## src/rtl/fibre_store_pkg.sv

```systemverilog
// fibre_store_pkg: shared types and constants for the fibre_a store.
//   state_t      - load-sequence FSM states
//   fibre_t      - one spike fibre word at the default width
//   rd_flags_t   - per-read flags carried through the first pipeline stage
//   READ_LATENCY - request-to-result cycles; the accumulator_correction wait
//                  counter uses the same value
package fibre_store_pkg;

  localparam int DEF_TIMESTEPS = 16;
  localparam int READ_LATENCY  = 2;

  typedef logic [DEF_TIMESTEPS-1:0] fibre_t;

  typedef enum logic [1:0] {
    ST_IDLE    = 2'd0,
    ST_LOADING = 2'd1,
    ST_READY   = 2'd2
  } state_t;

  typedef struct packed {
    logic fwd;   // same-cycle write to the read address: use forwarded data
    logic miss;  // entry unwritten at the request cycle
  } rd_flags_t;

endpackage

```

## src/rtl/fibre_store_ram.sv

```systemverilog
// fibre_store_ram: 1-write / 1-read synchronous array, no reset.
//   clk            clock
//   wr_en/addr/data write port, committed at the clock edge
//   rd_en/addr     read request; rd_data is registered (1-cycle latency)
//   rd_data        array contents before any same-edge write (read-old)
module fibre_store_ram #(
  parameter int WIDTH = 16,
  parameter int AW    = 8
) (
  input  logic             clk,
  input  logic             wr_en,
  input  logic [AW-1:0]    wr_addr,
  input  logic [WIDTH-1:0] wr_data,
  input  logic             rd_en,
  input  logic [AW-1:0]    rd_addr,
  output logic [WIDTH-1:0] rd_data
);

  logic [WIDTH-1:0] mem [2**AW];

  always_ff @(posedge clk) begin
    if (wr_en) mem[wr_addr] <= wr_data;
    if (rd_en) rd_data <= mem[rd_addr];
  end

endmodule

```

## src/rtl/fibre_a_store.sv

```systemverilog
// fibre_a_store: responder for the TPPE fibre_a read interface.
// Holds one spike fibre per address, filled through a valid/ready load port,
// and answers reads with a fixed 2-cycle latency. Per-entry written bits flag
// reads of never-loaded entries (fibre_a_miss) instead of returning stale data.
//   clk, rst_n                  clock, async active-low reset
//   load_valid/ready/addr/data  write beat handshake; load_last ends a sequence
//   clear                       1-cycle pulse: invalidate all entries, go IDLE
//   fibre_a_read_en/addr        read request (at most one per cycle)
//   fibre_a_valid/data/miss     read result, request cycle + 2
//   store_ready                 load sequence complete
//   fibre_count                 number of distinct entries written
module fibre_a_store
  import fibre_store_pkg::*;
#(
  parameter int TIMESTEPS  = DEF_TIMESTEPS,
  parameter int ADDR_WIDTH = 8
) (
  input  logic                  clk,
  input  logic                  rst_n,
  input  logic                  load_valid,
  output logic                  load_ready,
  input  logic [ADDR_WIDTH-1:0] load_addr,
  input  logic [TIMESTEPS-1:0]  load_data,
  input  logic                  load_last,
  input  logic                  clear,
  input  logic [ADDR_WIDTH-1:0] fibre_a_addr,
  input  logic                  fibre_a_read_en,
  output logic [TIMESTEPS-1:0]  fibre_a_data,
  output logic                  fibre_a_valid,
  output logic                  fibre_a_miss,
  output logic                  store_ready,
  output logic [ADDR_WIDTH:0]   fibre_count
);

  localparam int DEPTH  = 2**ADDR_WIDTH;
  localparam int STAGES = READ_LATENCY - 1;
  localparam logic [ADDR_WIDTH:0] FULL_COUNT = {1'b1, {ADDR_WIDTH{1'b0}}};

  state_t               state;
  logic [DEPTH-1:0]     written;
  logic                 beat;
  logic                 fwd_hit;
  rd_flags_t            rd_flags;
  rd_flags_t            s1_flags;
  logic [TIMESTEPS-1:0] s1_fwd_data;
  logic [TIMESTEPS-1:0] ram_q;
  logic [STAGES:0]      vld_pipe;

  assign load_ready = (state != ST_READY) && !clear;
  assign beat       = load_valid && load_ready;

  // Write-through: a beat landing on the read address this cycle is not yet
  // in the array or the written bits, so the read takes it from the port.
  assign fwd_hit       = beat && (load_addr == fibre_a_addr);
  assign rd_flags.fwd  = fwd_hit;
  assign rd_flags.miss = !(written[fibre_a_addr] || fwd_hit);

  fibre_store_ram #(
    .WIDTH (TIMESTEPS),
    .AW    (ADDR_WIDTH)
  ) u_ram (
    .clk     (clk),
    .wr_en   (beat),
    .wr_addr (load_addr),
    .wr_data (load_data),
    .rd_en   (fibre_a_read_en),
    .rd_addr (fibre_a_addr),
    .rd_data (ram_q)
  );

  // Load-sequence FSM; store_ready is the registered READY indication.
  always_ff @(posedge clk or negedge rst_n) begin
    if (!rst_n) begin
      state       <= ST_IDLE;
      store_ready <= 1'b0;
    end else if (clear) begin
      state       <= ST_IDLE;
      store_ready <= 1'b0;
    end else if (beat) begin
      if (load_last) begin
        state       <= ST_READY;
        store_ready <= 1'b1;
      end else begin
        state <= ST_LOADING;
      end
    end
  end

  // Written bits and distinct-entry count. A beat can never coincide with
  // clear (load_ready is low), so clear simply wins.
  always_ff @(posedge clk or negedge rst_n) begin
    if (!rst_n) begin
      written     <= '0;
      fibre_count <= '0;
    end else if (clear) begin
      written     <= '0;
      fibre_count <= '0;
    end else if (beat) begin
      written[load_addr] <= 1'b1;
      if (!written[load_addr] && (fibre_count != FULL_COUNT))
        fibre_count <= fibre_count + 1'b1;
    end
  end

  // Read pipeline. Stage 1 captures the request-cycle flags alongside the
  // array read, so later writes or a clear cannot alter an in-flight read.
  // Stage 2 selects forward/array data and zeroes data on miss or idle.
  always_ff @(posedge clk or negedge rst_n) begin
    if (!rst_n) begin
      vld_pipe     <= '0;
      s1_flags     <= '0;
      s1_fwd_data  <= '0;
      fibre_a_data <= '0;
      fibre_a_miss <= 1'b0;
    end else begin
      vld_pipe <= {vld_pipe[STAGES-1:0], fibre_a_read_en};
      if (fibre_a_read_en) begin
        s1_flags    <= rd_flags;
        s1_fwd_data <= load_data;
      end
      fibre_a_miss <= vld_pipe[0] && s1_flags.miss;
      if (vld_pipe[0] && !s1_flags.miss)
        fibre_a_data <= s1_flags.fwd ? s1_fwd_data : ram_q;
      else
        fibre_a_data <= '0;
    end
  end

  assign fibre_a_valid = vld_pipe[STAGES];

endmodule

```

## config.mk

```make
export PLATFORM = sky130hd
export DESIGN_NAME = fibre_a_store
export DESIGN_NICKNAME = d
export VERILOG_FILES = /design/src/rtl/fibre_store_pkg.sv /design/src/rtl/fibre_store_ram.sv /design/src/rtl/fibre_a_store.sv
export SDC_FILE = /design/constraint.sdc
export NUM_CORES = 2
export LEC_CHECK = 0
export CAP_MARGIN = 20
export CORE_MARGIN = 4
export CORE_UTILIZATION = 23
export CTS_CLUSTER_DIAMETER = 100
export DETAILED_ROUTE_END_ITERATION = 7
export GPL_TIMING_DRIVEN = 0
export PLACE_DENSITY = 0.4
export REMOVE_ABC_BUFFERS = 1
export SYNTH_ARGS = -nofsm -noshare
export SYNTH_HDL_FRONTEND = slang
export SYNTH_SLANG_ARGS = --single-unit
```

## constraint.sdc

```tcl
create_clock -name clk -period 4.1 [get_ports clk]
set_input_delay 1.025 -clock clk [delete_from_list [all_inputs] [get_ports clk]]
set_output_delay 1.025 -clock clk [all_outputs]
set_load 0.01 [all_outputs]
```

==> results.md <==
* Status: finished, violations left
* Failing checks: negative setup slack
* Maximum clock path buffer count at 4
* Critical Path AT at 4.81 ns
* Htree depth at 5
* Final Max Slew Viols at 0
* Post-route ant nets at 0
* Crit-path cells: buf_4 -> buf_16 -> nor2b_2 -> nand2_2 -> buf_12 -> nor2_2 -> buf_16
* Cell taking the most area after synthesis: edfxtp_1
* Max_cap viols at 0
* Worst path depth at 7
* I/O Pins at 67
* Worst rel slew slack at 22.1%
* Final setup vio count at 11
* Synth top area cells: edfxtp_1 (72%), mux4_2 (19%), dfrtp_1 (4.5%)
* Synthesized instance count at 7211
* Yosys warnings at 0
* Post-synthesis cell type count at 57
* Largest net degree at the start of global routing at 141
* Final net count at 7699
* Drt total wl at 538000 um
* Ys flop type: edfxtp_1
* Hold wc startpoint: load_data[6]
* Clk sinks at 4417
* Global route total overflow at 0
* Worst endpoint required time at 4.79 ns
* Seq/Total Area, Yosys at 76.5%
* Die Span X at 871 um
* Effective utilization at floorplan at 23.1%
* TritonCTS clock tree: done
* Clock-pin slew on the worst setup and hold paths at 0.06 ns
* GRT Total Usage at 13.7%
* Post-synth EDFFs at 4112
* Antenna violations before repair at 44
* Num CTS Buffers at 476
* Fin. Hold Viols at 0
* Area occupied by multi-input gates at 0.0405 mm^2
* Die Y at 871 um
* Mean routed wirelength per cell at 30.0 um
* Share of the synthesized area in the top cell type at 72.0%
* Hold-critical path depth at 1
* # port buffers at 66
* Kind of end point of the critical path: flip-flop
* Routed vias at 80000
* CTS Root Cell: clkbuf_16
* Area grow syn2layout at 21.2%
* RePlAce Congestion at 0.742
* Synth Area in Simple Gates at 1.05%
* Layout cells sized above 1 at 35.6%
* Final HPWL from detailed placement at 309000 um
* Skew-Pair Late Insertion Delay at 1.04 ns
* Fillers at 72600
* Vias in the first global route at 84200
* Leak at 63.9 nW
* Commonest cells in the netlist: edfxtp_1 (4112), mux4_2 (1470), dfrtp_1 (305)
* Storage element area at 0.131 mm^2
* Peak Freq at 242 MHz
* Family with the most delay on the worst path: simple AND/OR/NAND/NOR gates
* Critical R2R Capture: u_ram.mem[80][3]
* Cell mode on critical path: buf_16
* Post-synth ARST share at 6.91%
* Avg Synthesized Cell Area at 23.8 um^2
* Worst-path fanout max at 39
* Worst-case clock skew at 0.0696 ns
* Xor/xnor share of the synthesized area at 0.0409%
* Reg2Reg Depth at 7
* Tightest Pin Transition at 1.15 ns
* Cell Rows at 316
* PD cells at 473 mW/mm^2
* Router iterations before antenna repair at 6
* Min Clock Period, post-route at 4.12 ns
* HP Class: input pin to flip-flop
* Most common cell in the netlist: edfxtp_1
* Mapped Area at 0.171 mm^2
* Setup_tns at -0.0892 ns
* Setup ws final at -0.0243 ns
* R2R Setup Slk at 0.37 ns
* Maximum VDD drop at 0.000362 V
* Max incr delay on CP at 0.98 ns
* Number of synthesized register bits at 4417
* Synthesized-area fraction occupied by adder cells at 0.0146%
* Placed instance area at 0.189 mm^2
* Hold EP: u_ram.mem[215][6]
* CP bufs+invs at 4
* Crit path launch: load_addr[1]
* Largest family of logic cells by synthesized area: multiplexers
* Final instance area at 0.208 mm^2
* Initial DRC Count at 7900
* RSZ-0062 raised after global routing: yes
* Synth Area in Compound Gates at 1.57%
* Core area at 0.742 mm^2
* Multiplexer share of the synthesized area at 19.9%
* Die area at 0.760 mm^2
* Final period util at 101%
* Avg Vias per Cell at 4.45
* Slowest CP cell: nor2b_2
* Reg2reg start: state[1]
* Overall power at 98.2 mW
* First-pass GRT wire length at 730000 um
* Remaining DRCs at 0
* Critical Path Source Type: input pin
* CP Class: input pin to flip-flop
## metal layers
metal	vias to the layer above	GRT usage, %	part of all wire (%)
met5	-	0	0.0085
met4	8	3.67	2.8
met3	679	1.88	4.4
met2	2106	23.7	50
met1	45100	18.2	42
li1	32100	-	-
## worst max path at each step
stage,to,slack (ns)
floorplan,u_ram.mem[204][0],-3.05
detailed placement,u_ram.rd_data[15],-3.18
global route,u_ram.rd_data[0],-0.008
global placement,s1_flags[0],-77.36
finish,u_ram.mem[58][4],-0.02
CTS,u_ram.mem[72][6],-0.33
## layout by cell type, fill, tap and decap left out, drive strengths merged, types with 5 or more instances in the layout
master,instances
edfxtp,4112
mux4,1474
clkbuf,616
buf,323
dfrtp,305
nor2,294
o21a,257
clkinv,202
nand2,64
mux2i,57
bufinv,56
a22oi,51
clkdlybuf4s50,36
diode,26
bufbuf,26
nand3,25
inv,25
mux2,23
clkinvlp,15
nor2b,13
nor3,9
xnor2,8
and2,7
o21ai,7
a21oi,6
nand4,6
a211oi,6
o211ai,5
and3,5
## what timing repair did
action | 4_1_cts | 5_1_grt
pin swaps | 36 | 29
endpoints found under the hold margin | 48 | 0
gates cloned | 32 | 8
gates resized for setup | 43 | 17
hold buffers | 1 | 0
setup endpoints to repair | 3236 | 1469
buffers inserted | 49 | 43
## sequential cells by signal (all words and copies together), names as in the netlist
register and flops:
s1_fwd_data 16, written 256, state 2, fibre_a_miss 1
store_ready 1, s1_flags 2, fibre_count 9, u_ram.rd_data 16
fibre_a_data 16, u_ram.mem 4096, vld_pipe 2
## power by group
| part | leakage [nW] | internal (mW) | switching, mW |
|---|---|---|---|
| Sequential | 41.2 | 49.4 | 0.0553 |
| Clock | 7.75 | 25.5 | 18.0 |
| Combinational | 15.0 | 2.00 | 3.32 |
| Total | 63.9 | 76.8 | 21.4 |
## kinds of logic after synthesis
kind of cell / count (synthesis)
fa+ha+maj: 2
mux: 1554
flops: 4417
simple gates: 435
buf+inv: 439
xor+xnor: 8
compound gates: 356
## area by class of cell
type	count	area share, %
sequential	4417	63.1
multi-input combinational	2355	19.5
clock buffer	608	6.14
tap	9858	5.93
timing repair buffer	396	3.86
clock inverter	285	1.47
antenna	26	0.0313
inverter	13	0.0295
## metrics by stage
step	hold slack, ns	instances	util (%)	setup WS [ns]
6_report	0.216	18000	28.0	-0.0243
5_1_grt	0.164	17900	28.0	-0.00787
4_1_cts	0.103	17900	27.9	-0.334
3_5_place_dp	0.496	16900	25.5	-3.18
3_3_place_gp	0.486	16700	24.6	-77.36
2_1_floorplan	0.367	6785	-	-3.05
Power figures use the tool's default switching activity.
